<file path="config.mk">
export PLATFORM = sky130hd
export DESIGN_NAME = seg7_scan_driver
export DESIGN_NICKNAME = d
export VERILOG_FILES = /design/src/rtl/seg7_pkg.sv /design/src/rtl/seg7_scan_driver_hex_decode.sv /design/src/rtl/seg7_scan_driver.sv
export SDC_FILE = /design/constraint.sdc
export NUM_CORES = 1
export LEC_CHECK = 0
export BUFFER_PORTS_ARGS = -buffer_cell sky130_fd_sc_hd__buf_2
export CORE_UTILIZATION = 35
export DETAILED_ROUTE_END_ITERATION = 8
export GPL_TIMING_DRIVEN = 0
export HOLD_SLACK_MARGIN = 0.05
export PLACE_DENSITY = 0.52
export SLEW_MARGIN = 20
export SYNTH_ARGS = -nofsm -noshare
export SYNTH_HDL_FRONTEND = slang
export SYNTH_SLANG_ARGS = --single-unit
</file>
<file path="constraint.sdc">
create_clock -name clk -period 2.06 [get_ports clk]
set_input_delay 0.103 -clock clk [delete_from_list [all_inputs] [get_ports clk]]
set_output_delay 0.103 -clock clk [all_outputs]
set_load 0.01 [all_outputs]
</file>
<file path="src/rtl/seg7_pkg.sv">
// Shared constants for the 7-segment scan driver: segment codes {g,f,e,d,c,b,a}
// (active-low), blanking values and the digit-slot type.
package seg7_pkg;

  localparam logic [3:0] AN_OFF  = 4'b1111;
  localparam logic [6:0] SEG_OFF = 7'b1111111;

  localparam logic [6:0] SEG_0 = 7'b1000000;
  localparam logic [6:0] SEG_1 = 7'b1111001;
  localparam logic [6:0] SEG_2 = 7'b0100100;
  localparam logic [6:0] SEG_3 = 7'b0110000;
  localparam logic [6:0] SEG_4 = 7'b0011001;
  localparam logic [6:0] SEG_5 = 7'b0010010;
  localparam logic [6:0] SEG_6 = 7'b0000010;
  localparam logic [6:0] SEG_7 = 7'b1111000;
  localparam logic [6:0] SEG_8 = 7'b0000000;
  localparam logic [6:0] SEG_9 = 7'b0010000;
  localparam logic [6:0] SEG_A = 7'b0001000;
  localparam logic [6:0] SEG_B = 7'b0000011;
  localparam logic [6:0] SEG_C = 7'b1000110;
  localparam logic [6:0] SEG_D = 7'b0100001;
  localparam logic [6:0] SEG_E = 7'b0000110;
  localparam logic [6:0] SEG_F = 7'b0001110;

  typedef enum logic [1:0] {DIG0, DIG1, DIG2, DIG3} digit_t;

  function automatic logic [3:0] an_code(input digit_t d);
    return ~(4'b0001 << d);
  endfunction

endpackage

</file>
<file path="src/rtl/seg7_scan_driver_hex_decode.sv">
// Combinational hex nibble to active-low 7-segment decoder.
module seg7_hex_decode
  import seg7_pkg::*;
(
  input  logic [3:0] nibble,
  output logic [6:0] seg
);

  always_comb begin
    seg = SEG_OFF;
    case (nibble)
      4'h0: seg = SEG_0;
      4'h1: seg = SEG_1;
      4'h2: seg = SEG_2;
      4'h3: seg = SEG_3;
      4'h4: seg = SEG_4;
      4'h5: seg = SEG_5;
      4'h6: seg = SEG_6;
      4'h7: seg = SEG_7;
      4'h8: seg = SEG_8;
      4'h9: seg = SEG_9;
      4'hA: seg = SEG_A;
      4'hB: seg = SEG_B;
      4'hC: seg = SEG_C;
      4'hD: seg = SEG_D;
      4'hE: seg = SEG_E;
      4'hF: seg = SEG_F;
      default: seg = SEG_OFF;
    endcase
  end

endmodule

</file>
<file path="src/rtl/seg7_scan_driver.sv">
// Four-digit multiplexed 7-segment driver with double-buffered value/dp.
// Optional leading-zero blanking when SEG7_LZB_EN is defined.
module seg7_scan_driver
  import seg7_pkg::*;
#(
  parameter int unsigned PRESCALE = 100000
) (
  input  logic        clk,
  input  logic        reset,
  input  logic        en,
  input  logic [15:0] value,
  input  logic [3:0]  dp,
  input  logic        load,
  output logic        pending,
  output logic [3:0]  an,
  output logic [6:0]  seg,
  output logic        dp_n,
  output logic        frame_tick
);

  localparam int unsigned CW = (PRESCALE > 1) ? $clog2(PRESCALE) : 1;

  logic [CW-1:0] cnt;
  digit_t        idx;
  logic [15:0]   shadow_val, disp_val;
  logic [3:0]    shadow_dp, disp_dp;
  logic          tick, commit, blank;
  logic [3:0]    nibble;
  logic [6:0]    dec;

  assign tick       = en && (cnt == CW'(PRESCALE - 1));
  assign commit     = tick && (idx == DIG3);
  assign frame_tick = commit;
  assign nibble     = disp_val[{idx, 2'b00} +: 4];

  seg7_hex_decode u_dec (
    .nibble (nibble),
    .seg    (dec)
  );

`ifdef SEG7_LZB_EN
  always_comb begin
    blank = 1'b0;
    case (idx)
      DIG3:    blank = (disp_val[15:12] == '0);
      DIG2:    blank = (disp_val[15:8]  == '0);
      DIG1:    blank = (disp_val[15:4]  == '0);
      default: blank = 1'b0;
    endcase
  end
`else
  assign blank = 1'b0;
`endif

  always_ff @(posedge clk or posedge reset) begin
    if (reset) begin
      cnt        <= '0;
      idx        <= DIG0;
      shadow_val <= '0;
      shadow_dp  <= '0;
      disp_val   <= '0;
      disp_dp    <= '0;
      pending    <= 1'b0;
    end else begin
      if (en) cnt <= tick ? '0 : cnt + CW'(1);
      if (tick) idx <= digit_t'(idx + 2'd1);
      if (commit) begin
        disp_val <= shadow_val;
        disp_dp  <= shadow_dp;
        pending  <= 1'b0;
      end
      // A coincident load still wins pending; the commit above takes the old shadow.
      if (load) begin
        shadow_val <= value;
        shadow_dp  <= dp;
        pending    <= 1'b1;
      end
    end
  end

  always_ff @(posedge clk or posedge reset) begin
    if (reset) begin
      an   <= AN_OFF;
      seg  <= SEG_OFF;
      dp_n <= 1'b1;
    end else if (!en) begin
      an   <= AN_OFF;
      seg  <= SEG_OFF;
      dp_n <= 1'b1;
    end else begin
      an   <= an_code(idx);
      seg  <= blank ? SEG_OFF : dec;
      dp_n <= ~disp_dp[idx];
    end
  end

endmodule

</file>
==> results of run 1 <==
[routing by layer]
metal	routed length [um]	global-route usage, %	up-vias
met3	217	4.295	7
li1	-	-	1014
met5	0	0	-
met1	3009	18.77	1000
met4	80	4.133	0
met2	2702	21.13	37
[cell type report]
| type | instances | area (sq um) |
|---|---|---|
| buffer | 9 | 58.81 |
| clock inverter | 5 | 81.33 |
| sequential | 72 | 1817 |
| multi-input combinational | 154 | 1361 |
| tap | 108 | 135.1 |
| inverter | 7 | 28.78 |
| timing repair buffer | 68 | 485.5 |
| clock buffer | 10 | 137.6 |
| fill | 836 | 4743 |
[worst paths after layout]
check	from	end	slack (ns)
max in group asynchronous	reset	seg[0]	1.08
worst min-delay path	en	cnt[4]	0.26
worst max register to register	idx[0]	seg[5]	0.11
worst min register to register	pending	pending	0.50
worst max-delay path	idx[0]	seg[5]	0.11
min in group asynchronous	reset	shadow_val[6]	0.36
[cells by family (layout without fill, tap and decap cells)]
| group | Yosys count | after routing | share of synthesized area (%) |
|---|---|---|---|
| muxes | 54 | 54 | 20.29 |
| DFF | 72 | 72 | 55.91 |
| and+or+nand+nor | 60 | 60 | 9.819 |
| buffers and inverters | 17 | 99 | 2.734 |
| AOI/OAI and AO/OA | 15 | 15 | 3.234 |
| adders and majority gates | 11 | 11 | 4.236 |
| xor gates and xnor gates | 14 | 14 | 3.774 |
[stage by stage]
stage                     hold slack [ns]  std cells  cell area [sq um]
after floorplan                    0.2546        243               3249
after global placement             0.3343        388               3570
after detailed placement           0.1949        389               3592
after CTS                          0.2301        425               4034
after global routing               0.2532        433               4105
final                              0.2569        433               4105
[power by group through the flow]
stage / registers, uW / clock network, uW / logic, uW
finish: 1630 / 1230 / 305
global route: 1650 / 1330 / 341
CTS: 1630 / 1270 / 309
detailed placement: 1660 / 0 / 275
global placement: 1650 / 0 / 264
floorplan: 1640 / 0 / 198
[state kept, by name, indices dropped and copies added (netlist names)]
name,cells
dp_n,1
disp_dp,4
pending,1
shadow_dp,4
disp_val,16
seg,7
shadow_val,16
cnt,17
an,4
idx,2
[cells in the mapped netlist]
cell      instances
xnor2_1          13
and3_1            2
dfrtp_1          60
a21oi_1           2
o31ai_1           2
and2_1            1
o21ai_1           1
a31oi_1           1
xor2_1            1
dfstp_2          12
nand3_1           7
nor4b_2           1
a31o_2            1
o21ai_0           1
mux2i_1           4
nor3_4            1
buf_6             3
o211ai_1          4
nand4_1           5
nor2_1           10
nor3_2            1
nor3_1            3
nand2_1          22
nand3_2           1
ha_1             11
nor4_1            2
inv_1             7
mux2_2           45
o311ai_1          2
clkbuf_1          5
and4_1            1
buf_2             2
mux4_2            5
a21o_1            1
nor2b_1           1
nand4_2           1
nor3b_1           1
[critical path: cells and delay by family, from the launching register on]
| family | cells | cell delay, ns |
|---|---|---|
| simple gates | 1 | 0.06 |
| flops | 1 | 0.40 |
| buf+inv | 1 | 0.14 |
| fa+ha+maj | 1 | 0.28 |
| mux | 2 | 0.85 |
| compound gates | 1 | 0.11 |
[timing repair]
| item | 4_1_cts | 5_1_grt |
|---|---|---|
| gates resized for setup | 2 | 3 |
| cloned | 0 | 0 |
| hold endpoints to repair | 59 | 0 |
| pin swaps | 0 | 1 |
| hold buffers | 22 | 0 |
| setup buffers | 0 | 8 |
| setup endpoints to repair | 3 | 7 |
==> impl_metrics.tcl, run 1 <==
set metrics [dict create \
    status "finished, violations left" \
    failed_checks "design-rule violations" \
    path_class "register to register" \
    die_w_um 98.36 \
    worstPathRequired_ns 2.29 \
    max_freq_mhz 512.3 \
    ctsLongestPathBuffers 2 \
    yosysTopAreaCellShare_pct 46.21 \
    layout_commonest_cell "dfrtp_1" \
    worst-path-max-fanout 5 \
    finalSetupViolations 0 \
    synth.cell_area_sq_mm 0.003249 \
    most-common-layout-cells "dfrtp_1 (60), mux2_2 (45), buf_2 (39)" \
    cts_buffers 9 \
    combPwrFrac_pct 9.6 \
    crit_arrival_ns 2.18 \
    whs_path_depth 4 \
    cts-root-buf "clkbuf_8" \
    grt_pass1_vias 2133 \
    r2r_cells 6 \
    h-tree-depth 3 \
    pre_cts_ws_ns -0.03120 \
    maxCapViolations 0 \
    worstPathCellList "buf_6, mux4_2, ha_1, mux2_2, nand2_1, o311ai_1" \
    cts_tree "built" \
    fin_tns_setup_ns 0 \
    slew_headroom_pct 57.04 \
    ir_drop_mv 0.4009 \
    place.gp.congestion 0.8053 \
    maxSlewViolCount 0 \
    finalPower_uw 3165 \
    syn_to_final_growth_pct 26.34 \
    ys_seq_area_share_pct 55.91 \
    worst_slack_ns 0.1080 \
    cellLeakagePower_uw 0.001845 \
    detail_route.vias_per_cell 4.753 \
    fin_crit_ns 1.952 \
    fin_nets 356 \
    start_kind "register" \
    num_rows 34 \
    fin_crit_sh_pct 94.76 \
    grt-ovfl-total 0 \
    boundaryPins 38 \
    hp-class "input pin to register" \
    drc 1 \
    cp_slowest_stage_delay_ns 0.58 \
    ant_nets 0 \
    grt_pass1_wl_um 10320 \
    final_core_util_pct 46.39 \
    drt_pass1_iterations 6 \
    port_buffers 37 \
    clock_sinks 72 \
    start_util_pct 36.72 \
    clkTransAtPathRegs_ns 0.08 \
    syn-instance-count 243 \
    grt_max_degree 44 \
    postSynthNetCount 278 \
    yosysTopAreaCell "dfrtp_1" \
    vias 2058 \
    avgSynthCellArea_sq_um 13.37 \
    antenna_found_initial 0 \
    slowest_stage "mux4_2" \
    p_per_area_mw_per_mm2 771.1 \
    drive_gt1_share_pct 43.08 \
    synth_area_leaders "dfrtp_1 (46%), mux2_2 (16%), dfstp_2 (9.7%), ha_1 (4.2%), xnor2_1 (3.5%)" \
    dp_hpwl_um 4065 \
    endpoint_kind "register" \
    yosysWarningCount 0 \
    ys_types 37 \
    finalClockSkew_ns 0.009745 \
    final-hold-violation-count 0 \
    die_area_sq_mm 0.009674 \
    p_clk_share_pct 38.9 \
    core_area_sq_mm 0.008848 \
    ys_ff_latch 72 \
    n_antenna_cell 0 \
    clk_latency_ns 0.34 \
    worstMarginPinSlew_ns 0.6444 \
    wl_um 6010 \
    grt.total_usage_pct 13.78 \
    fp.dieH_um 98.36 \
    sw_frac_of_total_pct 24.04 \
    wl_per_cell_um 13.88 \
    seqPwrFrac_pct 51.5 \
    switching_power_uw 760.9 \
    rsz0062_at_grt "yes" \
    drt_first_iter_violations 52 \
    internal_power_uw 2404 \
]
Note: power is estimated with default switching activity, not from simulation.
==> inputs of run 2 (changes only) <==
--- a/config.mk
+++ b/config.mk
@@ -10,7 +10,8 @@
 export DETAILED_ROUTE_END_ITERATION = 8
 export GPL_TIMING_DRIVEN = 0
 export HOLD_SLACK_MARGIN = 0.05
-export PLACE_DENSITY = 0.52
+export PLACE_DENSITY = 0.54
+export RECOVER_POWER = 50
 export SLEW_MARGIN = 20
 export SYNTH_ARGS = -nofsm -noshare
 export SYNTH_HDL_FRONTEND = slang
==> constraint.sdc (replaced) <==
create_clock -name clk -period 1.7 [get_ports clk]
set_input_delay 0.085 -clock clk [delete_from_list [all_inputs] [get_ports clk]]
set_output_delay 0.085 -clock clk [all_outputs]
set_load 0.01 [all_outputs]
==> impl_metrics.tcl, run 2 (synthesis results as in run 1) <==
set metrics [dict create \
    status "finished, violations left" \
    failed_checks "negative setup slack" \
    ir_drop_mv 0.4440 \
    crit_arrival_ns 2.13 \
    cts_buffers 9 \
    largest_reg_flops 17 \
    endpoint_kind "register" \
    num_rows 34 \
    die_w_um 98.36 \
    wl_met1_um 3109 \
    worstPathRequired_ns 1.95 \
    critical_path.top_delay_family "multiplexers" \
    final_area_sq_mm 0.004474 \
    multi_input_area_sq_mm 0.001585 \
    worstMarginPinSlew_ns 0.8783 \
    start_util_pct 36.72 \
    final-hold-violation-count 0 \
    clkTransAtPathRegs_ns 0.08 \
    worst-path-max-fanout 4 \
    hold_ws_ns 0.2129 \
    met3_length_um 188 \
    drt_first_iter_violations 69 \
    most-common-layout-cells "dfrtp_1 (60), mux2_2 (42), buf_2 (37)" \
    h-tree-depth 3 \
    slowest_stage "mux4_2" \
    fp.dieH_um 98.36 \
    wl_um 6580 \
    grt_pass1_wl_um 11120 \
    p_per_area_mw_per_mm2 829.4 \
    ctsLongestPathBuffers 2 \
    fin_crit_sh_pct 110.5 \
    drive_gt1_share_pct 52.31 \
    fillers 785 \
    max_freq_mhz 532.3 \
    ant_nets 0 \
    start_kind "register" \
    final_core_util_pct 50.57 \
    syn_to_final_growth_pct 37.70 \
    layout.area.seq_sq_mm 0.001817 \
    hp-class "input pin to register" \
    finalSetupViolations 9 \
    core_area_sq_mm 0.008848 \
    grt.total_usage_pct 15.04 \
    largest_registers "cnt (17), disp_val (16), shadow_val (16)" \
    cp_slowest_stage_delay_ns 0.60 \
    maxSlewViolCount 0 \
    critPathBufInv 1 \
    worst_slack_ns -0.1788 \
    largest_register "cnt" \
    fin_nets 376 \
    fin_crit_ns 1.879 \
    antenna_found_initial 0 \
    slew_headroom_pct 41.13 \
    maxCapViolations 0 \
    finalClockSkew_ns 0.008527 \
    highest_layer "met4" \
    cellLeakagePower_uw 0.002004 \
    rsz0062_at_grt "yes" \
    drt_pass1_iterations 6 \
    cts_tree "built" \
    n_antenna_cell 0 \
    grt_max_degree 32 \
    grt_pass1_vias 2272 \
    dp_hpwl_um 4118 \
    grt-ovfl-total 0 \
    path_class "register to register" \
    clock_sinks 72 \
    layout_commonest_cell "dfrtp_1" \
    worstPathCellList "buf_6, mux4_2, ha_4, mux2_2, nand2_2, o311ai_4" \
    die_area_sq_mm 0.009674 \
    wl_per_cell_um 14.49 \
    detail_route.vias_per_cell 4.872 \
    cts-root-buf "clkbuf_8" \
    place_area_sq_mm 0.003623 \
    wl_met2_um 3150 \
    port_buffers 37 \
    place.gp.congestion 0.8117 \
    drc 0 \
    boundaryPins 38 \
    vias 2212 \
    clk_latency_ns 0.35 \
]
-- run 2: path summary, 6_finish.rpt --
path	from	endpoint	slack [ns]	cells after the start
max	idx[0]	seg[5]	-0.18	6
min in group asynchronous	reset	disp_val[1]	0.41	3
min reg2reg	pending	pending	0.48	1
min	en	cnt[10]	0.21	5
max in group asynchronous	reset	seg[4]	0.31	4
max reg2reg	idx[0]	seg[5]	-0.18	6
-- run 2: where the power goes --
| group | leakage, uW | total (uW) | internal, uW | switching, uW |
|---|---|---|---|---|
| Sequential | 0.000898 | 2000 | 1850 | 146 |
| Combinational | 0.00102 | 521 | 310 | 211 |
| Clock | 0.0000854 | 1190 | 528 | 666 |
| Total | 0.00200 | 3710 | 2690 | 1020 |
-- run 2: per-layer routing --
layer | up-vias | global-route usage [%]
met3 | 11 | 3.006
met4 | 0 | 8.266
met2 | 42 | 23.29
met5 | - | 0
met1 | 1103 | 19.84
li1 | 1056 | -
-- run 2: cell type report --
cell class / instances / share of cell area, %
sequential: 72 / 40.60
multi-input combinational: 154 / 35.43
timing repair buffer: 87 / 14.68
tap: 108 / 3.020
clock buffer: 9 / 2.768
buffer: 10 / 1.706
clock inverter: 7 / 1.063
inverter: 7 / 0.7271
-- run 2: metrics by stage --
step | power (uW) | setup WS [ns] | std cells | setup TNS (ns)
after floorplan | 2223 | -0.08091 | 243 | -0.4075
after global placement | 2325 | -0.3228 | 388 | -3.780
after detailed placement | 2348 | -0.3572 | 390 | -4.199
after CTS | 3729 | -0.1556 | 449 | -0.8742
after global routing | 3916 | -0.2660 | 454 | -2.968
final | 3711 | -0.1788 | 454 | -1.017
-- run 2: what timing repair did --
action / in CTS / in global routing
pin swaps: 8 / 7
hold buffers: 22 / 0
resized for setup: 31 / 21
cloned: 0 / 1
setup buffers: 21 / 4
endpoints found under the hold margin: 39 / 0
endpoints found under the setup margin: 29 / 34
-- run 2: worst register-to-register path: stages, from the launching register on --
cell      delay, ns
dfrtp_1        0.37
buf_6          0.14
mux4_2         0.60
ha_4           0.22
mux2_2         0.27
nand2_2        0.09
o311ai_4       0.10
==> inputs of run 3 (changes only) <==
--- a/config.mk
+++ b/config.mk
@@ -6,11 +6,13 @@
 export NUM_CORES = 1
 export LEC_CHECK = 0
 export BUFFER_PORTS_ARGS = -buffer_cell sky130_fd_sc_hd__buf_2
+export CELL_PAD_IN_SITES_DETAIL_PLACEMENT = 0
+export CELL_PAD_IN_SITES_GLOBAL_PLACEMENT = 1
 export CORE_UTILIZATION = 35
 export DETAILED_ROUTE_END_ITERATION = 8
 export GPL_TIMING_DRIVEN = 0
 export HOLD_SLACK_MARGIN = 0.05
-export PLACE_DENSITY = 0.54
+export PLACE_DENSITY = 0.64
 export RECOVER_POWER = 50
 export SLEW_MARGIN = 20
 export SYNTH_ARGS = -nofsm -noshare
==> constraint.sdc (replaced) <==
create_clock -name clk -period 1.5 [get_ports clk]
set_input_delay 0.075 -clock clk [delete_from_list [all_inputs] [get_ports clk]]
set_output_delay 0.075 -clock clk [all_outputs]
set_load 0.01 [all_outputs]
==> impl_metrics.tcl, run 3 (synthesis results as in run 1) <==
set metrics [dict create \
    fillers 817 \
    worstPathCellList "buf_6, mux4_2, ha_2, mux2_2, nand2_1, o311ai_2" \
    grt_max_degree 30 \
    place.gp.congestion 0.7761 \
    switching_power_uw 1213 \
    syn_to_final_growth_pct 41.62 \
    critical_path.top_delay_family "multiplexers" \
    cts-root-buf "clkbuf_8" \
    clock_sinks 72 \
    finalClockSkew_ns 0.004992 \
    cellLeakagePower_uw 0.002044 \
    sw_frac_of_total_pct 27.42 \
    ctsLongestPathBuffers 2 \
    ir_drop_mv 0.5145 \
    worstMarginPinSlew_ns 0.7222 \
    dp_hpwl_um 4152 \
    fin_crit_ns 1.917 \
    layout_commonest_cell "dfrtp_1" \
    drt_first_iter_violations 101 \
    grt_pass1_wl_um 11250 \
    drc 0 \
    slowest_stage "mux4_2" \
    multi_input_area_sq_mm 0.001569 \
    worstPathRequired_ns 1.75 \
    worst-path-max-fanout 5 \
    wl_um 6763 \
    hold_ws_ns 0.2043 \
    combPwrFrac_pct 13.0 \
    pre_cts_ws_ns -0.5276 \
    die_area_sq_mm 0.009674 \
    critPathBufInv 1 \
    detail_route.vias_per_cell 4.873 \
    seqPwrFrac_pct 50.8 \
    grt_pass1_vias 2261 \
    ant_nets 0 \
    p_clk_share_pct 36.1 \
    rsz0062_at_grt "yes" \
    fin_tns_setup_ns -6.466 \
    path_class "register to register" \
    start_kind "register" \
    layout.area.seq_sq_mm 0.001824 \
    n_antenna_cell 0 \
    antenna_found_initial 0 \
    endpoint_kind "register" \
    drive_gt1_share_pct 54.78 \
    cts_tree "built" \
    die_w_um 98.36 \
    num_rows 34 \
    maxCapViolations 0 \
    r2r_slack_ns -0.42 \
    p_per_area_mw_per_mm2 960.8 \
    slew_headroom_pct 51.59 \
    largest_registers "cnt (17), disp_val (16), shadow_val (16)" \
    worst_slack_ns -0.4173 \
    clk_latency_ns 0.35 \
    grt-ovfl-total 0 \
    core_area_sq_mm 0.008848 \
    failed_checks "negative setup slack" \
    fp.dieH_um 98.36 \
    start_util_pct 36.72 \
    boundaryPins 38 \
    hp-class "input pin to register" \
    fin_crit_sh_pct 127.8 \
    crit_arrival_ns 2.17 \
    largest_register "cnt" \
    status "finished, violations left" \
    largest_reg_flops 17 \
    cp_slowest_stage_delay_ns 0.62 \
    grt.total_usage_pct 15.19 \
    final-hold-violation-count 0 \
    drt_pass1_iterations 6 \
    maxSlewViolCount 0 \
    fin_nets 386 \
    wl_per_cell_um 14.58 \
    internal_power_uw 3209 \
    cts_buffers 9 \
    most-common-layout-cells "dfrtp_1 (54), mux2_2 (41), buf_2 (36)" \
    vias 2261 \
    finalSetupViolations 33 \
    port_buffers 37 \
    clkTransAtPathRegs_ns 0.08 \
    h-tree-depth 3 \
    max_freq_mhz 521.6 \
]
[run 3: path summary, 6_finish.rpt]
| path | start | cells after the start | end |
|---|---|---|---|
| max reg2reg | idx[0] | 6 | seg[6] |
| min | en | 5 | cnt[8] |
| min reg2reg | pending | 1 | pending |
| min in group asynchronous | reset | 3 | pending |
| max | idx[0] | 6 | seg[6] |
| max in group asynchronous | reset | 4 | seg[6] |
[run 3: cell type report]
class	instances	area share (%)
well taps	108	2.936
inverters	7	0.7613
multi-input cells	154	34.09
repair buffers	97	16.29
plain buffers	10	1.876
flip-flops and latches	72	39.64
clock buffers	9	2.692
clock inverters	7	1.713
[run 3: repair_timing]
item	4_1_cts	5_1_grt
hold buffers	22	0
gates resized for setup	36	17
setup endpoints to repair	38	45
gates cloned	2	0
pin swaps	17	10
setup buffers	28	7
hold endpoints to repair	35	0
[run 3: worst min-delay path, delay by kind of cell]
kind / cells / cell delay, ns
xor+xnor: 1 / 0.06
buf+inv: 1 / 0.12
simple gates: 3 / 0.27
[run 3: power by group through the flow]
stage	Combinational, uW	Sequential [uW]	Clock, uW
final	576	2250	1600
after global routing	638	2270	1760
after CTS	576	2250	1650
after detailed placement	408	2300	0
after global placement	390	2290	0
after floorplan	296	2260	0
[run 3: stage by stage]
stage | std cells | total power (uW) | util (%) | cell area [sq um]
2_1_floorplan | 243 | 2560 | - | 3301
3_3_place_gp | 388 | 2684 | 40.92 | 3621
3_5_place_dp | 390 | 2704 | 41.37 | 3661
4_1_cts | 458 | 4479 | 51.10 | 4522
5_1_grt | 464 | 4672 | 52.01 | 4602
6_report | 464 | 4422 | 52.01 | 4602
[run 3: per-layer routing]
| metal | vias to the layer above | routed length [um] | global-route usage, % |
|---|---|---|---|
| met4 | 0 | 59 | 6.200 |
| met5 | - | 0 | 0 |
| met3 | 5 | 187 | 2.935 |
| met2 | 34 | 3307 | 23.40 |
| li1 | 1071 | - | - |
| met1 | 1151 | 3208 | 21.09 |
